### src/rtl/banked_way_array_pkg.sv
// Shared types and helpers for banked_way_array: flush FSM states,
// per-byte masked merge, and per-byte even parity.
package banked_way_array_pkg;

  typedef enum logic [1:0] {
    IDLE  = 2'd0,
    CLEAR = 2'd1,
    DONE  = 2'd2
  } flush_state_t;

  // One byte lane of a masked write: take new_b where mask is set.
  function automatic logic [7:0] byte_merge(input logic [7:0] old_b,
                                            input logic [7:0] new_b,
                                            input logic       mask);
    return mask ? new_b : old_b;
  endfunction

  // Even-parity bit for one byte lane; fold lanes with XOR for a word.
  function automatic logic even_parity(input logic [7:0] word);
    return ^word;
  endfunction

endpackage

### src/rtl/banked_way_array_if.sv
// Bus interface for banked_way_array.
// Optional macro BANKED_WAY_ARRAY_PARITY_EN adds the parity_err output.
interface banked_way_array_if #(
  parameter int S_INDEX = 3,
  parameter int WIDTH   = 32,
  parameter int WAYS    = 2
);
  logic                  read;
  logic [S_INDEX-1:0]    rindex;
  logic [WAYS-1:0]       load;
  logic [S_INDEX-1:0]    windex;
  logic [WIDTH/8-1:0]    wmask;
  logic [WIDTH-1:0]      datain;
  logic [WAYS*WIDTH-1:0] dataout;
  logic                  flush;
  logic                  busy;
  logic                  flush_done;
`ifdef BANKED_WAY_ARRAY_PARITY_EN
  logic [WAYS-1:0]       parity_err;
`endif

  modport master (
    output read, rindex, load, windex, wmask, datain, flush,
    input  dataout, busy, flush_done
`ifdef BANKED_WAY_ARRAY_PARITY_EN
    , input parity_err
`endif
  );

  modport slave (
    input  read, rindex, load, windex, wmask, datain, flush,
    output dataout, busy, flush_done
`ifdef BANKED_WAY_ARRAY_PARITY_EN
    , output parity_err
`endif
  );
endinterface

### src/rtl/banked_way_array_way_bank.sv
// Single-way NUM_SETS x WIDTH storage: masked write, clear-by-index, reset.
// Combinational read at i_rindex and merged (post-write) value at i_windex.
// Optional macro BANKED_WAY_ARRAY_PARITY_EN adds a stored parity bit per entry.
module way_bank
  import banked_way_array_pkg::*;
#(
  parameter int S_INDEX = 3,
  parameter int WIDTH   = 32
) (
  input  logic               clk,
  input  logic               rst,
  input  logic               i_we,
  input  logic [S_INDEX-1:0] i_windex,
  input  logic [WIDTH/8-1:0] i_wmask,
  input  logic [WIDTH-1:0]   i_wdata,
  input  logic               i_clr,
  input  logic [S_INDEX-1:0] i_cindex,
  input  logic [S_INDEX-1:0] i_rindex,
  output logic [WIDTH-1:0]   o_rdata,
  output logic [WIDTH-1:0]   o_wmerged
`ifdef BANKED_WAY_ARRAY_PARITY_EN
  , output logic             o_rpar,
  output logic               o_rpar_calc,
  output logic               o_wpar
`endif
);
  localparam int NUM_SETS = 2 ** S_INDEX;
  localparam int NBYTES   = WIDTH / 8;

  logic [WIDTH-1:0] r_mem [NUM_SETS];
  logic [WIDTH-1:0] w_old;

  assign w_old   = r_mem[i_windex];
  assign o_rdata = r_mem[i_rindex];

  // Byte-lane merge of write data over the currently stored word.
  always_comb begin
    o_wmerged = '0;
    for (int unsigned b = 0; b < NBYTES; b++)
      o_wmerged[b*8 +: 8] = byte_merge(w_old[b*8 +: 8], i_wdata[b*8 +: 8], i_wmask[b]);
  end

  // Storage update: reset and clear win over a write (never concurrent in practice).
  always_ff @(posedge clk) begin
    if (!rst) begin
      for (int unsigned s = 0; s < NUM_SETS; s++) r_mem[s] <= '0;
    end else if (i_clr) begin
      r_mem[i_cindex] <= '0;
    end else if (i_we) begin
      r_mem[i_windex] <= o_wmerged;
    end
  end

`ifdef BANKED_WAY_ARRAY_PARITY_EN
  logic r_par [NUM_SETS];

  assign o_rpar = r_par[i_rindex];

  // Parity of the merged write word and of the word currently read.
  always_comb begin
    o_wpar      = 1'b0;
    o_rpar_calc = 1'b0;
    for (int unsigned b = 0; b < NBYTES; b++) begin
      o_wpar      = o_wpar ^ even_parity(o_wmerged[b*8 +: 8]);
      o_rpar_calc = o_rpar_calc ^ even_parity(o_rdata[b*8 +: 8]);
    end
  end

  // Parity storage tracks the data storage update rules.
  always_ff @(posedge clk) begin
    if (!rst) begin
      for (int unsigned s = 0; s < NUM_SETS; s++) r_par[s] <= 1'b0;
    end else if (i_clr) begin
      r_par[i_cindex] <= 1'b0;
    end else if (i_we) begin
      r_par[i_windex] <= o_wpar;
    end
  end
`endif

endmodule

### src/rtl/banked_way_array.sv
// Multi-way set-associative storage array: WAYS banks, registered read with
// hold, write-to-read forwarding and a sequenced flush engine.
// Optional macro BANKED_WAY_ARRAY_PARITY_EN enables per-entry parity checking.
module banked_way_array
  import banked_way_array_pkg::*;
#(
  parameter int S_INDEX = 3,
  parameter int WIDTH   = 32,
  parameter int WAYS    = 2
) (
  input logic               clk,
  input logic               rst,
  banked_way_array_if.slave bus
);
  flush_state_t          r_state;
  logic [S_INDEX-1:0]    r_cnt;
  logic                  r_busy;
  logic                  r_flush_done;
  logic [WAYS*WIDTH-1:0] r_dataout;

  logic                  w_idle;
  logic                  w_clr;
  logic                  w_same_idx;
  logic [WIDTH-1:0]      w_rdata   [WAYS];
  logic [WIDTH-1:0]      w_wmerged [WAYS];

  assign w_idle     = (r_state == IDLE);
  assign w_clr      = (r_state == CLEAR);
  assign w_same_idx = (bus.rindex == bus.windex);

`ifdef BANKED_WAY_ARRAY_PARITY_EN
  logic [WAYS-1:0] r_parity_err;
  logic            w_rpar      [WAYS];
  logic            w_rpar_calc [WAYS];
  logic            w_wpar      [WAYS];
`endif

  for (genvar w = 0; w < WAYS; w++) begin : g_way
    way_bank #(.S_INDEX(S_INDEX), .WIDTH(WIDTH)) u_bank (
      .clk        (clk),
      .rst        (rst),
      .i_we       (bus.load[w] & w_idle),
      .i_windex   (bus.windex),
      .i_wmask    (bus.wmask),
      .i_wdata    (bus.datain),
      .i_clr      (w_clr),
      .i_cindex   (r_cnt),
      .i_rindex   (bus.rindex),
      .o_rdata    (w_rdata[w]),
      .o_wmerged  (w_wmerged[w])
`ifdef BANKED_WAY_ARRAY_PARITY_EN
      , .o_rpar   (w_rpar[w]),
      .o_rpar_calc(w_rpar_calc[w]),
      .o_wpar     (w_wpar[w])
`endif
    );
  end

  // Flush sequencer with registered busy / flush_done.
  always_ff @(posedge clk) begin
    if (!rst) begin
      r_state      <= IDLE;
      r_cnt        <= '0;
      r_busy       <= 1'b0;
      r_flush_done <= 1'b0;
    end else begin
      case (r_state)
        IDLE: begin
          r_flush_done <= 1'b0;
          if (bus.flush) begin
            r_state <= CLEAR;
            r_busy  <= 1'b1;
            r_cnt   <= '0;
          end
        end
        CLEAR: begin
          r_cnt <= r_cnt + 1'b1;
          if (r_cnt == '1) begin
            r_state      <= DONE;
            r_flush_done <= 1'b1;
          end
        end
        DONE: begin
          r_state      <= IDLE;
          r_busy       <= 1'b0;
          r_flush_done <= 1'b0;
        end
        default: begin
          r_state      <= IDLE;
          r_busy       <= 1'b0;
          r_flush_done <= 1'b0;
        end
      endcase
    end
  end

  // Read output register: hold when idle-read is off, zero while busy, forward same-set writes.
  always_ff @(posedge clk) begin
    if (!rst) begin
      r_dataout <= '0;
    end else if (bus.read) begin
      for (int unsigned w = 0; w < WAYS; w++) begin
        if (r_busy)
          r_dataout[w*WIDTH +: WIDTH] <= '0;
        else if (bus.load[w] && w_same_idx)
          r_dataout[w*WIDTH +: WIDTH] <= w_wmerged[w];
        else
          r_dataout[w*WIDTH +: WIDTH] <= w_rdata[w];
      end
    end
  end

`ifdef BANKED_WAY_ARRAY_PARITY_EN
  // Parity error flags: forwarded words carry fresh parity so never flag.
  always_ff @(posedge clk) begin
    if (!rst) begin
      r_parity_err <= '0;
    end else begin
      for (int unsigned w = 0; w < WAYS; w++) begin
        if (!bus.read || r_busy || (bus.load[w] && w_same_idx))
          r_parity_err[w] <= 1'b0;
        else
          r_parity_err[w] <= w_rpar_calc[w] ^ w_rpar[w];
      end
    end
  end

  assign bus.parity_err = r_parity_err;
`endif

  assign bus.dataout    = r_dataout;
  assign bus.busy       = r_busy;
  assign bus.flush_done = r_flush_done;

endmodule
### src/flat_wrapper.sv
// flat-port wrapper written by rule: the top's interface ports become plain ports
module banked_way_array_flat import banked_way_array_pkg::*;
#(
  parameter int S_INDEX = 3,
  parameter int WIDTH   = 32,
  parameter int WAYS    = 2
)
  (clk, rst, bus_read, bus_rindex, bus_load, bus_windex, bus_wmask, bus_datain, bus_flush, bus_dataout, bus_busy, bus_flush_done);
  banked_way_array_if #(.S_INDEX(S_INDEX), .WIDTH(WIDTH), .WAYS(WAYS)) bus_i ();
  input logic clk;
  input logic rst;
  input wire logic [$bits(bus_i.read)-1:0] bus_read;
  input wire logic [$bits(bus_i.rindex)-1:0] bus_rindex;
  input wire logic [$bits(bus_i.load)-1:0] bus_load;
  input wire logic [$bits(bus_i.windex)-1:0] bus_windex;
  input wire logic [$bits(bus_i.wmask)-1:0] bus_wmask;
  input wire logic [$bits(bus_i.datain)-1:0] bus_datain;
  input wire logic [$bits(bus_i.flush)-1:0] bus_flush;
  output wire logic [$bits(bus_i.dataout)-1:0] bus_dataout;
  output wire logic [$bits(bus_i.busy)-1:0] bus_busy;
  output wire logic [$bits(bus_i.flush_done)-1:0] bus_flush_done;
  assign bus_i.read = bus_read;
  assign bus_i.rindex = bus_rindex;
  assign bus_i.load = bus_load;
  assign bus_i.windex = bus_windex;
  assign bus_i.wmask = bus_wmask;
  assign bus_i.datain = bus_datain;
  assign bus_i.flush = bus_flush;
  assign bus_dataout = bus_i.dataout;
  assign bus_busy = bus_i.busy;
  assign bus_flush_done = bus_i.flush_done;
  banked_way_array #(.S_INDEX(S_INDEX), .WIDTH(WIDTH), .WAYS(WAYS)) u_core (.clk(clk), .rst(rst), .bus(bus_i));
endmodule
### config.mk
export PLATFORM = sky130hd
export DESIGN_NAME = banked_way_array_flat
export DESIGN_NICKNAME = d
export VERILOG_FILES = /design/src/rtl/banked_way_array_pkg.sv /design/src/rtl/banked_way_array_if.sv /design/src/rtl/banked_way_array_way_bank.sv /design/src/rtl/banked_way_array.sv /design/src/flat_wrapper.sv
export SDC_FILE = /design/constraint.sdc
export NUM_CORES = 1
export LEC_CHECK = 0
export BUFFER_PORTS_ARGS = -buffer_cell sky130_fd_sc_hd__buf_4
export CELL_PAD_IN_SITES_DETAIL_PLACEMENT = 1
export CELL_PAD_IN_SITES_GLOBAL_PLACEMENT = 1
export CORE_UTILIZATION = 37
export CTS_BUF_LIST = sky130_fd_sc_hd__clkbuf_2
export DETAILED_ROUTE_END_ITERATION = 8
export PLACE_DENSITY_LB_ADDON = 0.1
export SYNTH_ARGS = -nofsm -noshare
export SYNTH_HDL_FRONTEND = slang
export SYNTH_SLANG_ARGS = --single-unit
### constraint.sdc
create_clock -name clk -period 4.8 [get_ports clk]
set_input_delay 0.48 -clock clk [delete_from_list [all_inputs] [get_ports clk]]
set_output_delay 0.48 -clock clk [all_outputs]
set_load 0.005 [all_outputs]
-- Word-level counts from Yosys, hierarchy flattened
Memory sizes are Yosys's and may differ from the RTL's.
Cells that the tools add are included.
- flip-flop bits (word level): 71
- RAM bits: 512
- logic and storage cells: 71
- memories kept: 2
- $add $sub $neg: 1
- equal/unequal tests: 5
- muxes and demuxes: 43
- bitwise logic cells: 3
- reductions and logical operators: 12
- memory list (memory ; depth ; bits a word ; rd ports ; clocked after Yosys merged registers in ; wr ports ; RTL line ; RTL):
    u_core.g_way[0].u_bank.r_mem ; 8 ; 32 ; 2 ; 0 ; 8 ; banked_way_array_way_bank.sv:30 ; logic [WIDTH-1:0] r_mem [NUM_SETS];
    u_core.g_way[1].u_bank.r_mem ; 8 ; 32 ; 2 ; 0 ; 8 ; banked_way_array_way_bank.sv:30 ;
- operator list (cell ; number):
    $mux W32 ; 8
    $reduce_or A32 Y1 ; 4
    $mux W8 ; 8
    $mux W1 ; 17
    $mux W3 ; 5
    $reduce_and A2 Y1 ; 4
    $pmux W3 S2 ; 1
    $mux W2 ; 2
    $pmux W2 S2 ; 1
    $add A3 B1 Y3 const B ; 1
    $eq A3 B3 Y1 ; 1
    $eq A3 B3 Y1 const B ; 1
    $and A1 B1 Y1 ; 2
    $eq A2 B1 Y1 const B ; 1
    $logic_and A1 B1 Y1 ; 2
    $logic_not A2 Y1 ; 1
    $ne A2 B1 Y1 const B ; 1
    $ne A2 B2 Y1 const B ; 1
    $pmux W1 S2 ; 1
    $reduce_bool A2 Y1 ; 1
    $not A1 Y1 ; 1

-- Longest topological paths before layout
- word-level depth: 8
- mapped depth: 8
- depth with buffers taken out: 4

-- Modules after synthesis
Synthesis repeated with hierarchy kept, for this count alone.
- cell total of the unflattened synthesis: 2723
- area total of the unflattened synthesis: 33991.4 sq um
- modules (own cells, without submodules) (module ; times used ; cells each ; area each (sq um) ; sequential area each (sq um)):
    way_bank ; 2 ; 1207 ; 15532.4 ; 7687.4
    banked_way_array ; 1 ; 309 ; 2926.6 ; 1421.4

-- Worst setup path before layout
No wires, ideal clock.
- kind: in2reg
- from: in bus_windex[1]
- to: mem u_core.g_way[0].u_bank.r_mem[4][0] (enable)
- setup time: 0.466 ns
- arrival time: 3.643 ns
- slack: 0.691 ns
- stages on the path: 7
- cells stage by stage: buf_4 -> buf_2 -> buf_2 -> nand2b_1 -> nor2_1 -> a21oi_1 -> o21ai_0
- RTL lines (element ; RTL line ; RTL):
    start: declaration ; flat_wrapper.sv:15 ; input wire logic [$bits(bus_i.windex)-1:0] bus_windex;
    end: declaration ; banked_way_array_way_bank.sv:30 ;

-- Final worst setup path
- from: in bus_windex[1]
- to: reg u_core.r_dataout[31], in the netlist u_core.bus.dataout[31]
- word-level cells in the longest chain between the ends: 4
- elaborated cells on any way between the ends: 6
- classes of those cells: eq/ne: 1; mux: 3; reduce/logical: 1; memory: 1
- RTL lines (element ; RTL line ; RTL):
    $mem_v2 Z8 W32 or $eq A3 B3 Y1 (tied branches) ; - ;
    $mux W8 or $logic_and A1 B1 Y1 (tied branches) ; banked_way_array_pkg.sv:15, banked_way_array.sv:105 ;
    $mux W32 (*) ; banked_way_array.sv:105 ; else if (bus.load[w] && w_same_idx)
    $mux W32 (*) ; banked_way_array.sv:103 ; if (r_busy)
    end signal: indexed assignment ; banked_way_array.sv:106 ; r_dataout[w*WIDTH +: WIDTH] <= w_wmerged[w];
    end signal: indexed assignment ; banked_way_array.sv:108 ; r_dataout[w*WIDTH +: WIDTH] <= w_rdata[w];
    end: declaration ; banked_way_array.sv:19 ; logic [WAYS*WIDTH-1:0] r_dataout;
Every way passes the cells marked *; elsewhere a longest branch is shown, timed or not.
A chain may end at the register's enable or synchronous reset.

==> impl_summary.log <==
[metrics] status: finished, final reports clean
[metrics] Register-to-Register Setup Slack: about 1.9 ns
[metrics] Antenna Violating Nets Remaining: 0
[metrics] Leak: roughly 13 nW
[metrics] RePlAce Congestion: between 0.7 and 0.8
[metrics] clock tree from TritonCTS: built
[metrics] leading area contributor after synthesis: sky130_fd_sc_hd__edfxtp_1
[metrics] post-synthesis to final-layout area growth: 14.49%
[metrics] clock slew at reported path FFs: 0.10 ns
[metrics] Sink Count: ~600
[metrics] power density over the cells: about 330 nW/um2
[metrics] number of antenna violations at the first check in global routing: 2
[metrics] clock latency on the worst-skew pair: ~1.4 ns
[metrics] async set or reset register ratio after synthesis: 0%
[metrics] post-synthesis area per instance: around 14 um2
[metrics] cells along the critical path: dlygate4sd3_1 > buf_4 > nor2b_4 > buf_12 > a221oi_1 > a22oi_4 > dlygate4sd3_1 > o21ai_1 > dlygate4sd3_1
[metrics] wire length reported by the detailed router: roughly 110 mm
[metrics] synthesis-stage register bit count: between 500 and 600
[metrics] Max clock buf depth: 3
[metrics] Yosys Warn Count: 0
[metrics] Max stage delay cell, worst path: sky130_fd_sc_hd__nor2b_4
[metrics] category of the critical setup timing path: in2reg
[metrics] wire length of the first global-routing pass: around 160 mm
[metrics] count of pins over their slew limit: 0
[metrics] Maximum Capacitance Violations: 0
[metrics] most numerous cell types in the synthesized netlist: sky130_fd_sc_hd__nor2_1 (519), sky130_fd_sc_hd__edfxtp_1 (512), sky130_fd_sc_hd__mux4_2 (192), sky130_fd_sc_hd__mux2i_1 (167), sky130_fd_sc_hd__clkbuf_1 (92)
[metrics] detailed router's first-iteration violation count: ~1600
[metrics] maximum number of pins on one net before global-route repair: approximately 130
[metrics] critical path capture point type: register
[metrics] share of the cycle needed by the critical path after routing: about two thirds
[metrics] routed via count divided by cell count: approximately 5.8
[metrics] initial cell density of the core: 37.49%
[metrics] H-tree lvl count: 4
[metrics] die height: 285.4 um
[metrics] post-synth cell types: between 40 and 50
[metrics] EDFF count, synth: 512
[metrics] placed wire-length estimate after detailed placement: approximately 62 mm
[metrics] cell seen most often among critical-path stages: sky130_fd_sc_hd__dlygate4sd3_1
[metrics] layout cell share with drive strength beyond 1: 32.41%
[metrics] number of post-CTS setup repair buffers: 0
[metrics] vias after detailed routing: approximately 20000
[metrics] multi-input logic area: ~12000 um2
[metrics] core outline area: slightly below 80000 um2
[metrics] overall overflow remaining after global route: 0
[metrics] vias in the first global route: approximately 22000
[metrics] total global-route track usage: a little over a quarter
[metrics] ys flop type: sky130_fd_sc_hd__edfxtp_1
[metrics] root buffer selected by CTS: sky130_fd_sc_hd__clkbuf_2
[metrics] critical path data required time: a little over 6 ns
[metrics] sequential cell area: around 17000 um2
[metrics] final count of hold timing violations: 0
[metrics] Gates resized, CTS repair: 0
[metrics] Final min period: between 3 and 4 ns
[metrics] DRC viols: 0
[metrics] chip width: about 290 um
[metrics] RSZ-0062 raised after global routing: false
[metrics] total nets after synthesis: ~2100
[metrics] sequential-to-total area share from yosys stat: 56.52%
[metrics] TritonCTS Buffers: 162
[metrics] net count reported at finish: ~2400
[metrics] Least-Margin Pin Slew: between 1 and 1.5 ns
[metrics] die outline area: slightly above 80000 um2
[metrics] largest fanout on the critical path: 26
[metrics] Sum Neg Setup Slack: 0 ns
[metrics] most frequently used cell type in the post-synthesis netlist: sky130_fd_sc_hd__nor2_1
[metrics] IO Port Bufs: approximately 110
[metrics] number of placed I/O pins: around 110
[metrics] max frequency: slightly above 0.3 GHz
[metrics] Placement Setup Slack: about 1.4 ns
[metrics] Hold Worst Slack: ~0.15 ns
[metrics] setup slack of the critical path after layout: around 1.5 ns
[metrics] total number of placement rows: about 100
[metrics] count of mapped cells out of synthesis: 2082
[metrics] number of filler cells placed in the layout: ~8200
[metrics] fraction of synthesized cell area taken by the top area cell type: roughly half
[metrics] category of the worst setup path launch point: input port
[metrics] Post-CTS Hold Fix Bufs: 65
[metrics] worst min-delay path class: in2reg
[metrics] Peak VDD IR: ~160 uV
[metrics] Setup Viol. Count Final: 0
[metrics] length of the first detailed-routing pass in iterations: 5
[metrics] average routed wire per standard cell: 30.99 um
[metrics] Arrival @ worst endpoint: between 4 and 5 ns
[metrics] final worst clock skew: 0.09773 ns
[metrics] Slowest Stage Delay on Critical Path: between 0.8 and 0.9 ns
[metrics] most area-consuming cells after synthesis: sky130_fd_sc_hd__edfxtp_1 (52%), sky130_fd_sc_hd__mux4_2 (15%), sky130_fd_sc_hd__nor2_1 (6.6%), sky130_fd_sc_hd__mux2i_1 (5.6%), sky130_fd_sc_hd__dfxtp_1 (4.8%)
[metrics] Slew Limit Headroom: roughly a fifth
[metrics] mapped cell area: between 20000 and 30000 um2
through the flow:
step / cell area [um2] / instances / utilization, % / total power [W]
after floorplan: 29720 / 2082 / - / 0.006896
after CTS: 34010 / 3497 / 42.91 / 0.01145
after detailed placement: 31790 / 3134 / 40.11 / 0.007491
final: 34020 / 3502 / 42.93 / 0.01132
after global placement: 31790 / 3134 / 40.11 / 0.007466
after global routing: 34020 / 3502 / 42.93 / 0.01177
cell families after synthesis:
logic type,Yosys count,share of synthesized area (%)
AND/OR/NAND/NOR,682,9.499
multiplexers,384,21.12
adder cells (fa/ha/maj),2,0.08420
flip-flops,583,56.52
AO/OA/AOI/OAI,252,9.566
buffers and inverters,176,3.090
XOR/XNOR,3,0.1137
power by group:
group          internal (W)  switching (W)  total [W]
clock               0.00161        0.00229    0.00390
sequential          0.00573       0.000149    0.00588
combinational      0.000617       0.000924    0.00154
total               0.00796        0.00336     0.0113
state kept, by name (all words and copies together) (netlist names):
name	flops
u_core.g_way.u_bank.r_mem	512
u_core.bus.flush_done	1
u_core.bus.dataout	64
u_core.r_cnt	3
u_core.r_state	2
u_core.bus.busy	1
routing by layer:
metal / global-route usage (%) / vias to the layer above / share of wire, %
met5: 0 / - / 0
met3: 4.400 / 195 / 5.0
met4: 9.225 / 0 / 2.7
li1: - / 8643 / -
met2: 46.73 / 667 / 51
met1: 34.01 / 10960 / 41
critical path: cells and delay by family:
family	cells	cell delay, ns
AO/OA/AOI/OAI	3	0.49
buffers and inverters	5	2.69
AND/OR/NAND/NOR	1	0.85
path summary, 6_finish.rpt:
check | end | from | depth (start not counted)
worst min register to register | u_core.bus.dataout[16]$_SDFFE_PN0P_ | u_core.bus.dataout[16]$_SDFFE_PN0P_ | 2
worst max register to register | u_core.g_way[0].u_bank.r_mem[0][22]$_SDFFCE_PN0P_ | u_core.r_state[0]$_SDFFE_PN0P_ | 5
worst max-delay path | u_core.bus.dataout[31]$_SDFFE_PN0P_ | bus_windex[1] | 9
worst min-delay path | u_core.g_way[1].u_bank.r_mem[6][26]$_SDFFCE_PN0P_ | bus_datain[26] | 4
placed cells by master (no fill, tap or decap), types with 9 or more instances in the layout:
master	Yosys	final
sky130_fd_sc_hd__dlygate4sd3_1	0	65
sky130_fd_sc_hd__a221oi_2	39	39
sky130_fd_sc_hd__dfxtp_1	71	71
sky130_fd_sc_hd__nor2_1	519	519
sky130_fd_sc_hd__clkbuf_2	0	252
sky130_fd_sc_hd__a21oi_1	9	9
sky130_fd_sc_hd__buf_4	20	165
sky130_fd_sc_hd__a22oi_2	24	24
sky130_fd_sc_hd__mux2_2	25	25
sky130_fd_sc_hd__edfxtp_1	512	512
sky130_fd_sc_hd__mux2i_1	167	167
sky130_fd_sc_hd__clkinv_1	0	30
sky130_fd_sc_hd__a22oi_4	40	40
sky130_fd_sc_hd__mux4_2	192	192
sky130_fd_sc_hd__o21ai_4	0	16
sky130_fd_sc_hd__buf_12	0	9
sky130_fd_sc_hd__o21ai_1	25	25
sky130_fd_sc_hd__o221ai_1	39	39
sky130_fd_sc_hd__a32oi_1	25	25
sky130_fd_sc_hd__a221oi_1	25	25
sky130_fd_sc_hd__nand2_1	68	68
sky130_fd_sc_hd__nand2b_1	70	70
area by class of cell:
cell class	instances	area share, %
Timing Repair Buffer	242	6.204
Multi-Input combinational cell	1323	35.90
Clock buffer	252	3.707
Tap cell	1050	3.862
Antenna cell	5	0.03678
Sequential cell	583	49.37
Inverter	1	0.01103
Clock inverter	46	0.9121
Power figures use the tool's default switching activity.
